**config.mk**
```make
export PLATFORM = sky130hd
export DESIGN_NAME = axi_lite_sim_peripheral_flat
export DESIGN_NICKNAME = d
export VERILOG_FILES = /design/src/rtl/sim_periph_pkg.sv /design/src/rtl/axi_lite_sim_peripheral_if.sv /design/src/rtl/axi_lite_sim_peripheral_latency.sv /design/src/rtl/axi_lite_sim_peripheral.sv /design/src/flat_wrapper.sv
export SDC_FILE = /design/constraint.sdc
export NUM_CORES = 1
export LEC_CHECK = 0
export CAP_MARGIN = 20
export CORE_MARGIN = 3
export CORE_UTILIZATION = 54
export DETAILED_ROUTE_END_ITERATION = 8
export GPL_TIMING_DRIVEN = 1
export PLACE_DENSITY = 0.76
export SETUP_SLACK_MARGIN = 0.05
export SLEW_MARGIN = 10
export SYNTH_ARGS = -nofsm -noshare
export SYNTH_HDL_FRONTEND = slang
export SYNTH_SLANG_ARGS = --single-unit
```
**constraint.sdc**
```tcl
create_clock -name clk -period 2.9 [get_ports clk]
set_input_delay 0.87 -clock clk [delete_from_list [all_inputs] [get_ports clk]]
set_output_delay 0.87 -clock clk [all_outputs]
set_load 0.02 [all_outputs]
```
**src/rtl/sim_periph_pkg.sv**
```systemverilog
// Shared definitions for the AXI4-Lite simulation peripheral.
// Holds the AXI response codes, the default register offsets, the address
// decode categories and the read/write FSM state encodings.
package sim_periph_pkg;

  // AXI response codes used by this slave
  localparam logic [1:0] RESP_OKAY   = 2'b00;
  localparam logic [1:0] RESP_DECERR = 2'b11;

  // Default register offsets (compared against addr[13:0])
  localparam logic [13:0] UART_OFFSET_DEF  = 14'h1000;
  localparam logic [13:0] CYCLE_OFFSET_DEF = 14'h1004;

  // Address decode outcome
  typedef enum logic [1:0] {
    DEC_SCRATCH = 2'd0,
    DEC_UART    = 2'd1,
    DEC_CYCLE   = 2'd2,
    DEC_NONE    = 2'd3
  } dec_kind_t;

  // Read channel FSM states
  typedef logic [1:0] rd_state_t;
  localparam rd_state_t R_IDLE = 2'd0;
  localparam rd_state_t R_WAIT = 2'd1;
  localparam rd_state_t R_RESP = 2'd2;

  // Write channel FSM states
  typedef logic [1:0] wr_state_t;
  localparam wr_state_t W_COLLECT = 2'd0;
  localparam wr_state_t W_WAIT    = 2'd1;
  localparam wr_state_t W_RESP    = 2'd2;

endpackage

```
**src/rtl/axi_lite_sim_peripheral_if.sv**
```systemverilog
// AXI4-Lite bus bundle between the CPU peripheral master and the simulation
// slave. The master modport drives addresses, data, strobes and the
// ready signals of the response channels; the slave modport drives the
// address/data ready signals and the read/write responses.
interface axi_lite_sim_peripheral_if;
  logic [31:0] araddr;
  logic        arvalid;
  logic        arready;
  logic [31:0] rdata;
  logic [1:0]  rresp;
  logic        rvalid;
  logic        rready;
  logic [31:0] awaddr;
  logic        awvalid;
  logic        awready;
  logic [31:0] wdata;
  logic [3:0]  wstrb;
  logic        wvalid;
  logic        wready;
  logic [1:0]  bresp;
  logic        bvalid;
  logic        bready;

  modport master (
    output araddr, arvalid, rready, awaddr, awvalid, wdata, wstrb, wvalid, bready,
    input  arready, rdata, rresp, rvalid, awready, wready, bresp, bvalid
  );

  modport slave (
    input  araddr, arvalid, rready, awaddr, awvalid, wdata, wstrb, wvalid, bready,
    output arready, rdata, rresp, rvalid, awready, wready, bresp, bvalid
  );
endinterface

```
**src/rtl/axi_lite_sim_peripheral_latency.sv**
```systemverilog
// sim_latency_counter: programmable delay between a start strobe and a
// done indication.
// Ports: clk/rst (sync, active-high); start loads load_val and arms the
// counter; done is high for the single cycle in which the armed count is 0.
// With load_val=N, done is seen N+1 cycles after the start edge.
module sim_latency_counter #(
  parameter int CW = 3
) (
  input  logic          clk,
  input  logic          rst,
  input  logic          start,
  input  logic [CW-1:0] load_val,
  output logic          done
);

  logic [CW-1:0] cnt_r;
  logic          busy_r;

  // Load on start, then count down to zero and disarm
  always_ff @(posedge clk) begin
    if (rst) begin
      cnt_r  <= {CW{1'b0}};
      busy_r <= 1'b0;
    end else if (start) begin
      cnt_r  <= load_val;
      busy_r <= 1'b1;
    end else if (busy_r) begin
      if (cnt_r == {CW{1'b0}}) begin
        busy_r <= 1'b0;
      end else begin
        cnt_r <= cnt_r - CW'(1);
      end
    end
  end

  assign done = busy_r && (cnt_r == {CW{1'b0}});

endmodule

```
**src/rtl/axi_lite_sim_peripheral.sv**
```systemverilog
// axi_lite_sim_peripheral: protocol-correct AXI4-Lite slave used inside the
// simulation top level built with Verilator. Maps a scratch register file at
// 0x000, a UART TX register and a free-running 32-bit cycle counter; unmapped
// addresses answer DECERR. Read and write channels are independent FSMs, each
// with its own programmable response latency.
// Ports: clk, rst (sync, active-high); s_axi (AXI4-Lite slave modport);
// write_uart/uart_byte: one-cycle pulse carrying a byte to the C++ harness.
module axi_lite_sim_peripheral
  import sim_periph_pkg::*;
#(
  parameter int          READ_LATENCY  = 5,
  parameter int          WRITE_LATENCY = 5,
  parameter int          SCRATCH_REGS  = 16,
  parameter logic [13:0] UART_OFFSET   = UART_OFFSET_DEF,
  parameter logic [13:0] CYCLE_OFFSET  = CYCLE_OFFSET_DEF
) (
  input  logic                      clk,
  input  logic                      rst,
  axi_lite_sim_peripheral_if.slave  s_axi,
  output logic                      write_uart,
  output logic [7:0]                uart_byte
);

  localparam int MAX_LAT = (READ_LATENCY > WRITE_LATENCY) ? READ_LATENCY : WRITE_LATENCY;
  localparam int CW      = (MAX_LAT > 0) ? $clog2(MAX_LAT + 1) : 1;
  localparam int IW      = (SCRATCH_REGS > 1) ? $clog2(SCRATCH_REGS) : 1;
  localparam logic [13:0]   SCRATCH_LIMIT = 14'(4 * SCRATCH_REGS);
  localparam logic [CW-1:0] RD_LOAD       = CW'(READ_LATENCY);
  localparam logic [CW-1:0] WR_LOAD       = CW'(WRITE_LATENCY);

  // Classify an offset into one of the mapped regions or DECERR
  function automatic dec_kind_t decode(input logic [13:0] a);
    dec_kind_t d;
    if (a < SCRATCH_LIMIT) begin
      d = DEC_SCRATCH;
    end else if (a == UART_OFFSET) begin
      d = DEC_UART;
    end else if (a == CYCLE_OFFSET) begin
      d = DEC_CYCLE;
    end else begin
      d = DEC_NONE;
    end
    return d;
  endfunction

  logic [31:0] scratch_r [SCRATCH_REGS];
  logic [31:0] cycle_r;

  // Read channel state
  rd_state_t   rd_state_r;
  logic [13:0] ar_addr_r;
  logic        arready_r;
  logic        rvalid_r;
  logic [31:0] rdata_r;
  logic [1:0]  rresp_r;
  logic        rd_start_s;
  logic        rd_done_s;
  dec_kind_t   rd_dec_s;
  logic [IW-1:0] rd_idx_s;
  logic [31:0] rd_data_s;
  logic [1:0]  rd_resp_s;

  // Write channel state
  wr_state_t   wr_state_r;
  logic [13:0] aw_addr_r;
  logic        aw_got_r;
  logic        w_got_r;
  logic [31:0] wdata_r;
  logic [3:0]  wstrb_r;
  logic        awready_r;
  logic        wready_r;
  logic        bvalid_r;
  logic [1:0]  bresp_r;
  logic        write_uart_r;
  logic [7:0]  uart_byte_r;
  logic        aw_hs_s;
  logic        w_hs_s;
  logic        wr_start_s;
  logic        wr_done_s;
  logic        wr_commit_s;
  dec_kind_t   wr_dec_s;
  logic [IW-1:0] wr_idx_s;
  logic [1:0]  wr_resp_s;

  // Only addr[13:0] takes part in decode
  logic unused_addr_s;
  assign unused_addr_s = ^{s_axi.araddr[31:14], s_axi.awaddr[31:14]};

  assign rd_start_s = (rd_state_r == R_IDLE) && s_axi.arvalid && arready_r;
  assign rd_dec_s   = decode(ar_addr_r);
  assign rd_idx_s   = ar_addr_r[2 +: IW];

  assign aw_hs_s     = (wr_state_r == W_COLLECT) && s_axi.awvalid && awready_r;
  assign w_hs_s      = (wr_state_r == W_COLLECT) && s_axi.wvalid && wready_r;
  // Both halves present, counting a handshake happening on this very edge
  assign wr_start_s  = (wr_state_r == W_COLLECT) && (aw_got_r || aw_hs_s) && (w_got_r || w_hs_s);
  assign wr_commit_s = (wr_state_r == W_WAIT) && wr_done_s;
  assign wr_dec_s    = decode(aw_addr_r);
  assign wr_idx_s    = aw_addr_r[2 +: IW];
  assign wr_resp_s   = (wr_dec_s == DEC_NONE) ? RESP_DECERR : RESP_OKAY;

  sim_latency_counter #(.CW(CW)) u_rd_lat (
    .clk      (clk),
    .rst      (rst),
    .start    (rd_start_s),
    .load_val (RD_LOAD),
    .done     (rd_done_s)
  );

  sim_latency_counter #(.CW(CW)) u_wr_lat (
    .clk      (clk),
    .rst      (rst),
    .start    (wr_start_s),
    .load_val (WR_LOAD),
    .done     (wr_done_s)
  );

  // Read-side value mux for the latched address
  always_comb begin
    rd_data_s = 32'h0000_0000;
    rd_resp_s = RESP_OKAY;
    case (rd_dec_s)
      DEC_SCRATCH: rd_data_s = scratch_r[rd_idx_s];
      DEC_UART:    rd_data_s = 32'h0000_0000;
      DEC_CYCLE:   rd_data_s = cycle_r;
      default:     rd_resp_s = RESP_DECERR;
    endcase
  end

  // Free-running cycle counter
  always_ff @(posedge clk) begin
    if (rst) begin
      cycle_r <= 32'h0000_0000;
    end else begin
      cycle_r <= cycle_r + 32'd1;
    end
  end

  // Read FSM: accept address, wait the programmed latency, hold response
  always_ff @(posedge clk) begin
    if (rst) begin
      rd_state_r <= R_IDLE;
      ar_addr_r  <= 14'h0000;
      arready_r  <= 1'b1;
      rvalid_r   <= 1'b0;
      rdata_r    <= 32'h0000_0000;
      rresp_r    <= RESP_OKAY;
    end else begin
      case (rd_state_r)
        R_IDLE: begin
          if (rd_start_s) begin
            ar_addr_r  <= s_axi.araddr[13:0];
            arready_r  <= 1'b0;
            rd_state_r <= R_WAIT;
          end
        end
        R_WAIT: begin
          if (rd_done_s) begin
            rdata_r    <= rd_data_s;
            rresp_r    <= rd_resp_s;
            rvalid_r   <= 1'b1;
            rd_state_r <= R_RESP;
          end
        end
        R_RESP: begin
          if (s_axi.rready) begin
            rvalid_r   <= 1'b0;
            arready_r  <= 1'b1;
            rd_state_r <= R_IDLE;
          end
        end
        default: begin
          rvalid_r   <= 1'b0;
          arready_r  <= 1'b1;
          rd_state_r <= R_IDLE;
        end
      endcase
    end
  end

  // Write FSM: collect AW and W in any order, wait, commit, respond
  always_ff @(posedge clk) begin
    if (rst) begin
      wr_state_r   <= W_COLLECT;
      aw_addr_r    <= 14'h0000;
      aw_got_r     <= 1'b0;
      w_got_r      <= 1'b0;
      wdata_r      <= 32'h0000_0000;
      wstrb_r      <= 4'h0;
      awready_r    <= 1'b1;
      wready_r     <= 1'b1;
      bvalid_r     <= 1'b0;
      bresp_r      <= RESP_OKAY;
      write_uart_r <= 1'b0;
      uart_byte_r  <= 8'h00;
    end else begin
      write_uart_r <= 1'b0;
      case (wr_state_r)
        W_COLLECT: begin
          if (aw_hs_s) begin
            aw_addr_r <= s_axi.awaddr[13:0];
            aw_got_r  <= 1'b1;
            awready_r <= 1'b0;
          end
          if (w_hs_s) begin
            wdata_r  <= s_axi.wdata;
            wstrb_r  <= s_axi.wstrb;
            w_got_r  <= 1'b1;
            wready_r <= 1'b0;
          end
          if (wr_start_s) begin
            wr_state_r <= W_WAIT;
          end
        end
        W_WAIT: begin
          if (wr_done_s) begin
            bresp_r    <= wr_resp_s;
            bvalid_r   <= 1'b1;
            wr_state_r <= W_RESP;
            if ((wr_dec_s == DEC_UART) && wstrb_r[0]) begin
              write_uart_r <= 1'b1;
              uart_byte_r  <= wdata_r[7:0];
            end
          end
        end
        W_RESP: begin
          if (s_axi.bready) begin
            bvalid_r   <= 1'b0;
            awready_r  <= 1'b1;
            wready_r   <= 1'b1;
            aw_got_r   <= 1'b0;
            w_got_r    <= 1'b0;
            wr_state_r <= W_COLLECT;
          end
        end
        default: begin
          bvalid_r   <= 1'b0;
          awready_r  <= 1'b1;
          wready_r   <= 1'b1;
          aw_got_r   <= 1'b0;
          w_got_r    <= 1'b0;
          wr_state_r <= W_COLLECT;
        end
      endcase
    end
  end

  // Scratch register file with byte-lane writes at commit time
  always_ff @(posedge clk) begin
    if (rst) begin
      for (int i = 0; i < SCRATCH_REGS; i++) begin
        scratch_r[i] <= 32'h0000_0000;
      end
    end else if (wr_commit_s && (wr_dec_s == DEC_SCRATCH)) begin
      for (int b = 0; b < 4; b++) begin
        if (wstrb_r[b]) begin
          scratch_r[wr_idx_s][8*b +: 8] <= wdata_r[8*b +: 8];
        end
      end
    end
  end

  assign s_axi.arready = arready_r;
  assign s_axi.rvalid  = rvalid_r;
  assign s_axi.rdata   = rdata_r;
  assign s_axi.rresp   = rresp_r;
  assign s_axi.awready = awready_r;
  assign s_axi.wready  = wready_r;
  assign s_axi.bvalid  = bvalid_r;
  assign s_axi.bresp   = bresp_r;
  assign write_uart    = write_uart_r;
  assign uart_byte     = uart_byte_r;

endmodule
```
**src/flat_wrapper.sv**
```systemverilog
// flat-port wrapper written by rule: the top's interface ports become plain ports
module axi_lite_sim_peripheral_flat import sim_periph_pkg::*;
#(
  parameter int          READ_LATENCY  = 5,
  parameter int          WRITE_LATENCY = 5,
  parameter int          SCRATCH_REGS  = 16,
  parameter logic [13:0] UART_OFFSET   = UART_OFFSET_DEF,
  parameter logic [13:0] CYCLE_OFFSET  = CYCLE_OFFSET_DEF
)
  (clk, rst, write_uart, uart_byte, s_axi_araddr, s_axi_arvalid, s_axi_rready, s_axi_awaddr, s_axi_awvalid, s_axi_wdata, s_axi_wstrb, s_axi_wvalid, s_axi_bready, s_axi_arready, s_axi_rdata, s_axi_rresp, s_axi_rvalid, s_axi_awready, s_axi_wready, s_axi_bresp, s_axi_bvalid);
  axi_lite_sim_peripheral_if s_axi_i ();
  input  logic clk;
  input  logic rst;
  output logic write_uart;
  output logic [7:0] uart_byte;
  input wire logic [$bits(s_axi_i.araddr)-1:0] s_axi_araddr;
  input wire logic [$bits(s_axi_i.arvalid)-1:0] s_axi_arvalid;
  input wire logic [$bits(s_axi_i.rready)-1:0] s_axi_rready;
  input wire logic [$bits(s_axi_i.awaddr)-1:0] s_axi_awaddr;
  input wire logic [$bits(s_axi_i.awvalid)-1:0] s_axi_awvalid;
  input wire logic [$bits(s_axi_i.wdata)-1:0] s_axi_wdata;
  input wire logic [$bits(s_axi_i.wstrb)-1:0] s_axi_wstrb;
  input wire logic [$bits(s_axi_i.wvalid)-1:0] s_axi_wvalid;
  input wire logic [$bits(s_axi_i.bready)-1:0] s_axi_bready;
  output wire logic [$bits(s_axi_i.arready)-1:0] s_axi_arready;
  output wire logic [$bits(s_axi_i.rdata)-1:0] s_axi_rdata;
  output wire logic [$bits(s_axi_i.rresp)-1:0] s_axi_rresp;
  output wire logic [$bits(s_axi_i.rvalid)-1:0] s_axi_rvalid;
  output wire logic [$bits(s_axi_i.awready)-1:0] s_axi_awready;
  output wire logic [$bits(s_axi_i.wready)-1:0] s_axi_wready;
  output wire logic [$bits(s_axi_i.bresp)-1:0] s_axi_bresp;
  output wire logic [$bits(s_axi_i.bvalid)-1:0] s_axi_bvalid;
  assign s_axi_i.araddr = s_axi_araddr;
  assign s_axi_i.arvalid = s_axi_arvalid;
  assign s_axi_i.rready = s_axi_rready;
  assign s_axi_i.awaddr = s_axi_awaddr;
  assign s_axi_i.awvalid = s_axi_awvalid;
  assign s_axi_i.wdata = s_axi_wdata;
  assign s_axi_i.wstrb = s_axi_wstrb;
  assign s_axi_i.wvalid = s_axi_wvalid;
  assign s_axi_i.bready = s_axi_bready;
  assign s_axi_arready = s_axi_i.arready;
  assign s_axi_rdata = s_axi_i.rdata;
  assign s_axi_rresp = s_axi_i.rresp;
  assign s_axi_rvalid = s_axi_i.rvalid;
  assign s_axi_awready = s_axi_i.awready;
  assign s_axi_wready = s_axi_i.wready;
  assign s_axi_bresp = s_axi_i.bresp;
  assign s_axi_bvalid = s_axi_i.bvalid;
  axi_lite_sim_peripheral #(.READ_LATENCY(READ_LATENCY), .WRITE_LATENCY(WRITE_LATENCY), .SCRATCH_REGS(SCRATCH_REGS), .UART_OFFSET(UART_OFFSET), .CYCLE_OFFSET(CYCLE_OFFSET)) u_core (.clk(clk), .rst(rst), .s_axi(s_axi_i), .write_uart(write_uart), .uart_byte(uart_byte));
endmodule
```
==> results.json, run 1 <==
{
  "synth_mux_area_share_pct": 12.0,
  "power_density_nw_per_um2": 618,
  "io_buffers": 120,
  "fin_cells": 3097,
  "cts.sinks": 674,
  "grt-ovfl-total": 0,
  "vias_per_cell": 5.97,
  "cp-start-kind": "flip-flop",
  "finalCritPeriodShare_pct": 93.3,
  "grt_pass1_wl_mm": 109,
  "fp.dieW_um": 241,
  "path_cells": "inv_1 > ha_1 > nand4b_1 > nor4_4 > buf_12 > nand3_4 > o21ai_0 > buf_4",
  "ys_warn_count": 0,
  "cts_buffer_depth": 3,
  "ios": 157,
  "die_h_um": 241,
  "use_met1_pct": 33.8,
  "p_leak_nw": 12.7,
  "syn-num-nets": 2304,
  "nNetsFinal": 2455,
  "numCtsBuffers": 70,
  "globalRouteTotalUtil_pct": 25.1,
  "cts_hold_buf": 0,
  "synthDistinctLibCells": 53,
  "grt_start_max_net_pins": 70,
  "slowest_stage": "o21ai_0",
  "yosys.area_share.simple_pct": 17.4,
  "finalCriticalPeriod_ps": 2710,
  "async_flop_share_pct": 0,
  "place_ws_ps": 79.0,
  "grt_pass1_vias": 18590,
  "drt_first_pass_iters": 5,
  "clkTransAtPathRegs_ps": 60,
  "synth_edf_count": 512,
  "synth_seq_cells": 674,
  "slowest_delay_ps": 420,
  "fp.coreArea_um2": 54100,
  "maxCapViolCount": 0,
  "worst_pin_slew_ps": 898,
  "drcViolationCount": 0,
  "routed_wl_mm": 71.2,
  "max_freq_mhz": 369,
  "busiest_layer": "met2",
  "routedWlPerCell_um": 23.0,
  "drt_iter0_drc": 1975,
  "die_area_um2": 57900,
  "antenna_found_initial": 0,
  "use_met2_pct": 41.4,
  "gp_congestion": 0.833,
  "cts_tree": "built",
  "crit_fanout": 28,
  "fillCellCount": 3858,
  "critPathKind": "flip-flop to flip-flop",
  "outcome": "complete, no violations",
  "max_slew_margin_pct": 38.6,
  "slew_violations": 0,
  "clock_skew_ps": 14.4,
  "setup_viol": 0,
  "syn_inst": 2192,
  "fin_ws_ps": 193,
  "cts_max_level": 3,
  "rows": 85,
  "start_util_pct": 54.9,
  "critPathArrivalTime_ps": 3010,
  "placed_cells": 2967,
  "syn-cell-area_um2": 29700,
  "via_count": 18500,
  "cp.required_ps": 3210,
  "cts_setup_buffers": 0,
  "use_met3_pct": 5.07,
  "hold_viol": 0,
  "synth_top_family_by_area": "simple AND/OR/NAND/NOR gates",
  "peakVddDrop_uv": 437,
  "synth_fa_ha_area_share_pct": 0.210,
  "dp_hpwl_mm": 46.8,
  "fin_setup_tns_ps": 0,
  "cts_resized": 0,
  "synth_compound_area_share_pct": 4.51,
  "area_growth_pct": 15.4,
  "synth.avg_cell_area_um2": 13.6,
  "cts_root_buf": "clkbuf_16",
  "seq_area_frac_synth_pct": 62.6,
  "clk_latency_ps": 610,
  "drt.antenna.violating_nets": 0,
  "hold_class": "flip-flop to flip-flop",
  "num_antenna_cells": 0,
  "synth_top_flop_cell": "edfxtp_1",
  "drive_above_1_share_pct": 15.5,
  "cp-end-kind": "flip-flop",
  "rsz0062_at_grt": "false",
  "synth_xor_xnor_area_share_pct": 0.943
}
-- logic make-up after synthesis --
logic type | Yosys count
muxes | 199
DFF | 674
xor gates and xnor gates | 32
AOI/OAI and AO/OA | 223
and+or+nand+nor | 899
adders and majority gates | 5
buffers and inverters | 160
-- per-layer routing --
layer / up-vias / routed length [um]
li1: 8343 / -
met1: 9174 / 28000
met2: 829 / 34600
met3: 154 / 6360
met4: 0 / 2290
met5: - / 0
-- worst paths after layout --
path                             from                       to  slack, ps  cells past startpoint
max reg2reg  u_core.u_wr_lat.cnt_r[0]  u_core.scratch_r[15][4]        190                      8
max          u_core.u_wr_lat.cnt_r[0]  u_core.scratch_r[15][4]        190                      8
min              u_core.ar_addr_r[10]     u_core.ar_addr_r[10]        450                      2
min reg2reg      u_core.ar_addr_r[10]     u_core.ar_addr_r[10]        450                      2
-- critical path: cells and delay by family (launching register included) --
kind | cells | cell delay [ps]
DFF | 1 | 300
AOI/OAI and AO/OA | 1 | 420
adders and majority gates | 1 | 200
buffers and inverters | 3 | 540
and+or+nand+nor | 3 | 950
-- cells in the mapped netlist, types with 2 or more instances --
| cell | number | area (um^2) |
|---|---|---|
| nand3_1 | 21 | 105 |
| xnor2_1 | 12 | 105 |
| a221o_1 | 31 | 310 |
| o22ai_1 | 32 | 200 |
| buf_6 | 7 | 78.8 |
| edfxtp_1 | 512 | 15400 |
| clkbuf_1 | 107 | 402 |
| and4_1 | 8 | 70.1 |
| nand3_4 | 3 | 52.6 |
| nand3b_1 | 3 | 22.5 |
| inv_1 | 9 | 33.8 |
| dfxtp_1 | 162 | 3240 |
| nor2_4 | 24 | 270 |
| a21oi_1 | 84 | 420 |
| mux2i_1 | 72 | 721 |
| nor4_1 | 7 | 43.8 |
| mux4_2 | 126 | 2840 |
| nand2b_1 | 6 | 37.5 |
| nand4_1 | 14 | 87.6 |
| and2_1 | 453 | 2830 |
| o21ai_0 | 65 | 325 |
| buf_1 | 10 | 37.5 |
| or4_1 | 3 | 22.5 |
| nor2_1 | 88 | 330 |
| nand2_1 | 167 | 627 |
| a21o_1 | 2 | 15.0 |
| buf_2 | 20 | 100 |
| buf_4 | 4 | 30.0 |
| and3_1 | 72 | 450 |
| nor2b_1 | 6 | 37.5 |
| nor3b_1 | 3 | 22.5 |
| or3_1 | 2 | 12.5 |
| a31oi_1 | 3 | 18.8 |
| nor3_1 | 12 | 60.1 |
| xor2_1 | 20 | 175 |
| ha_1 | 5 | 62.6 |
-- per-stage QoR --
stage / util [%] / hold slack, ps / cell area (um^2) / power, W
2_1_floorplan: - / 431 / 29700 / 0.0121
3_3_place_gp: 59.4 / 439 / 32100 / 0.0128
3_5_place_dp: 59.4 / 446 / 32100 / 0.0128
4_1_cts: 63.4 / 454 / 34300 / 0.0213
5_1_grt: 63.4 / 477 / 34300 / 0.0219
6_report: 63.4 / 452 / 34300 / 0.0212
-- sequential cells by signal (all words and copies together), names as in the netlist, 2 cells and up, named ones only --
name                   count
u_core.uart_byte           8
u_core.scratch_r         512
u_core.s_axi.rdata        32
u_core.u_wr_lat.cnt_r      3
u_core.wstrb_r             4
u_core.cycle_r            32
u_core.ar_addr_r          14
u_core.u_rd_lat.cnt_r      3
u_core.rd_state_r          2
u_core.aw_addr_r          14
u_core.wr_state_r          2
u_core.wdata_r            32
-- report_power, final --
part | internal [W] | switching, W
clock network | 0.00488 | 0.00367
logic | 0.000706 | 0.000894
registers | 0.0107 | 0.000347
-- layout by cell type, fill, tap and decap left out, types with 11 or more instances in the layout --
cell               n
buf_12            11
mux2i_1           72
xor2_1            20
nand2_1          167
clkdlybuf4s50_1  119
nor2_4            24
and3_1            72
clkinv_1          16
edfxtp_1         512
o21ai_0           16
o22ai_1           32
dfxtp_1          160
clkbuf_16         73
nor3_1            12
clkinv_2          13
nor2_1            87
buf_4             98
and2_1           453
xnor2_1           12
a221o_1           31
clkbuf_1          15
a21oi_1           84
o21ai_1           49
mux4_2           126
nand3_1           21
nand4_1           14
-- layout make-up --
| class | count | area [um^2] | area share (%) |
|---|---|---|---|
| clock buffers | 91 | 1920 | 5.61 |
| multi-input cells | 1358 | 10400 | 30.4 |
| inverters | 11 | 42.5 | 0.124 |
| flip-flops and latches | 674 | 18600 | 54.3 |
| well taps | 696 | 871 | 2.54 |
| clock inverters | 39 | 255 | 0.744 |
| repair buffers | 228 | 2150 | 6.26 |
No activity file was read; power rests on OpenSTA's default activity.
==> run 2: changes to the inputs <==
- CORE_MARGIN: 3 -> default
- CTS_CLUSTER_SIZE: default -> 16
==> results.json, run 2 (synthesized netlist as in run 1, its figures left out) <==
{
  "outcome": "complete, no violations",
  "design_area_um2": 34400,
  "critPathKind": "flip-flop to flip-flop",
  "reg2reg_to": "u_core.scratch_r[5][22]",
  "path_cells": "inv_1 > ha_1 > nand4b_1 > nor4_4 > buf_4 > nand3_4 > nor2_1 > and2_1",
  "min_from": "u_core.ar_addr_r[8]",
  "cp.required_ps": 3360,
  "slowest_delay_ps": 580,
  "maxCapViolCount": 0,
  "drcViolationCount": 0,
  "crit_fanout": 28,
  "r2r-start": "u_core.u_wr_lat.cnt_r[0]",
  "drt_first_pass_iters": 6,
  "critPathArrivalTime_ps": 3180,
  "power_density_nw_per_um2": 619,
  "met1_length_mm": 29.0,
  "regMostFlops": "u_core.scratch_r",
  "cts_root_buf": "clkbuf_16",
  "numCtsBuffers": 69,
  "cts.sinks": 674,
  "final_util_pct": 63.5,
  "timing.critical_path.buf_inv": 2,
  "die_area_um2": 56000,
  "max_slew_margin_pct": 45.9,
  "fillCellCount": 3856,
  "via_count": 18601,
  "cts_buffer_depth": 3,
  "cp_num_cells": 8,
  "dp_hpwl_mm": 47.4,
  "cts_setup_buffers": 0,
  "cts_tree": "built",
  "start_util_pct": 54.9,
  "route.met3.wl_mm": 5.88,
  "finalCriticalPeriod_ps": 2720,
  "slew_violations": 0,
  "rsz0062_at_grt": "false",
  "final_cell_mix": "edfxtp_1, and2_1, nand2_1, dfxtp_1, mux4_2",
  "fp.dieW_um": 237,
  "largest_register_ffs": 512,
  "drt_iter0_drc": 1894,
  "globalRouteTotalUtil_pct": 26.2,
  "hold_class": "flip-flop to flip-flop",
  "worst_pin_slew_ps": 810,
  "cts_max_level": 3,
  "gp_congestion": 0.805,
  "nNetsFinal": 2460,
  "whs_path_depth": 2,
  "drive_above_1_share_pct": 15.7,
  "num_antenna_cells": 0,
  "area_growth_pct": 15.6,
  "grt_pass1_wl_mm": 110,
  "clock_skew_ps": 18.8,
  "fin_cells": 3096,
  "finalCritPeriodShare_pct": 93.8,
  "drt.antenna.violating_nets": 0,
  "p_leak_nw": 12.7,
  "cp-end-kind": "flip-flop",
  "cp-start-kind": "flip-flop",
  "fp.coreArea_um2": 54100,
  "antenna_found_initial": 2,
  "die_h_um": 237,
  "hold_end": "u_core.ar_addr_r[8]",
  "grt_pass1_vias": 18691,
  "grt-ovfl-total": 0,
  "met2_length_mm": 34.9,
  "ios": 157,
  "grt_start_max_net_pins": 64,
  "placed_area_um2": 32200,
  "top_layer": "met4",
  "vias_per_cell": 6.01,
  "max_freq_mhz": 368,
  "rrSetupSlack_ps": 180,
  "placed_cells": 2973,
  "rows": 85,
  "hold_viol": 0,
  "whs_ps": 453,
  "routedWlPerCell_um": 23.3,
  "cpLargestDelayFamily": "simple AND/OR/NAND/NOR gates",
  "cts_hold_buf": 0,
  "routed_wl_mm": 72.3,
  "io_buffers": 120,
  "slowest_stage": "nor2_1",
  "setup_viol": 0,
  "worst_r2r_path_depth": 8,
  "peakVddDrop_uv": 467,
  "final_common_cell": "edfxtp_1",
  "clk_latency_ps": 600,
  "clkTransAtPathRegs_ps": 60
}
## run 2: what timing repair did
action                                 4_1_cts  5_1_grt
endpoints found under the hold margin        0        0
setup endpoints to repair                    0        8
gates resized for setup                      0        1
## run 2: layer usage
layer / vias up / track usage [%]
met1: 9344 / 34.9
met4: 0 / 9.35
met2: 750 / 42.9
met5: - / 0
li1: 8351 / -
met3: 156 / 5.49
## run 2: final cells by class
type                       count  area, um^2  area share, %
clock buffer                 105        2040           5.95
clock inverter                18         133          0.386
inverter                      11        42.5          0.124
multi-input combinational   1358       10400           30.4
sequential                   674       18600           54.2
tap                          696         871           2.53
timing repair buffer         234        2200           6.41
## run 2: worst min-delay path: stages, from the launching register on
cell	delay (ps)
dfxtp_1	300
nand2_1	50
a21oi_1	50
## run 2: where the power goes
part	total, W	leakage [nW]	switching (W)	internal [W]
combinational	0.00161	5.05	0.000900	0.000710
clock	0.00863	1.08	0.00360	0.00503
sequential	0.0110	6.60	0.000350	0.0107
total	0.0213	12.7	0.00485	0.0164
## run 2: per-stage QoR
| step | setup slack, ps | setup TNS, ps | power (W) |
|---|---|---|---|
| 5_1_grt | 53.0 | 0 | 0.0219 |
| 6_report | 179 | 0 | 0.0213 |
| 3_5_place_dp | 171 | 0 | 0.0128 |
| 3_3_place_gp | 234 | 0 | 0.0128 |
| 2_1_floorplan | -151 | -6060 | 0.0121 |
| 4_1_cts | 191 | 0 | 0.0213 |
## run 2: worst max-delay path by stage
stage	start	end	slack [ps]
floorplan	rst	u_core.scratch_r[15][24]	-150
global placement	rst	u_core.scratch_r[11][20]	230
detailed placement	rst	u_core.scratch_r[11][21]	170
CTS	u_core.u_wr_lat.cnt_r[0]	u_core.scratch_r[11][21]	190
global route	u_core.u_wr_lat.cnt_r[0]	u_core.scratch_r[13][22]	50
finish	u_core.u_wr_lat.cnt_r[0]	u_core.scratch_r[5][22]	180
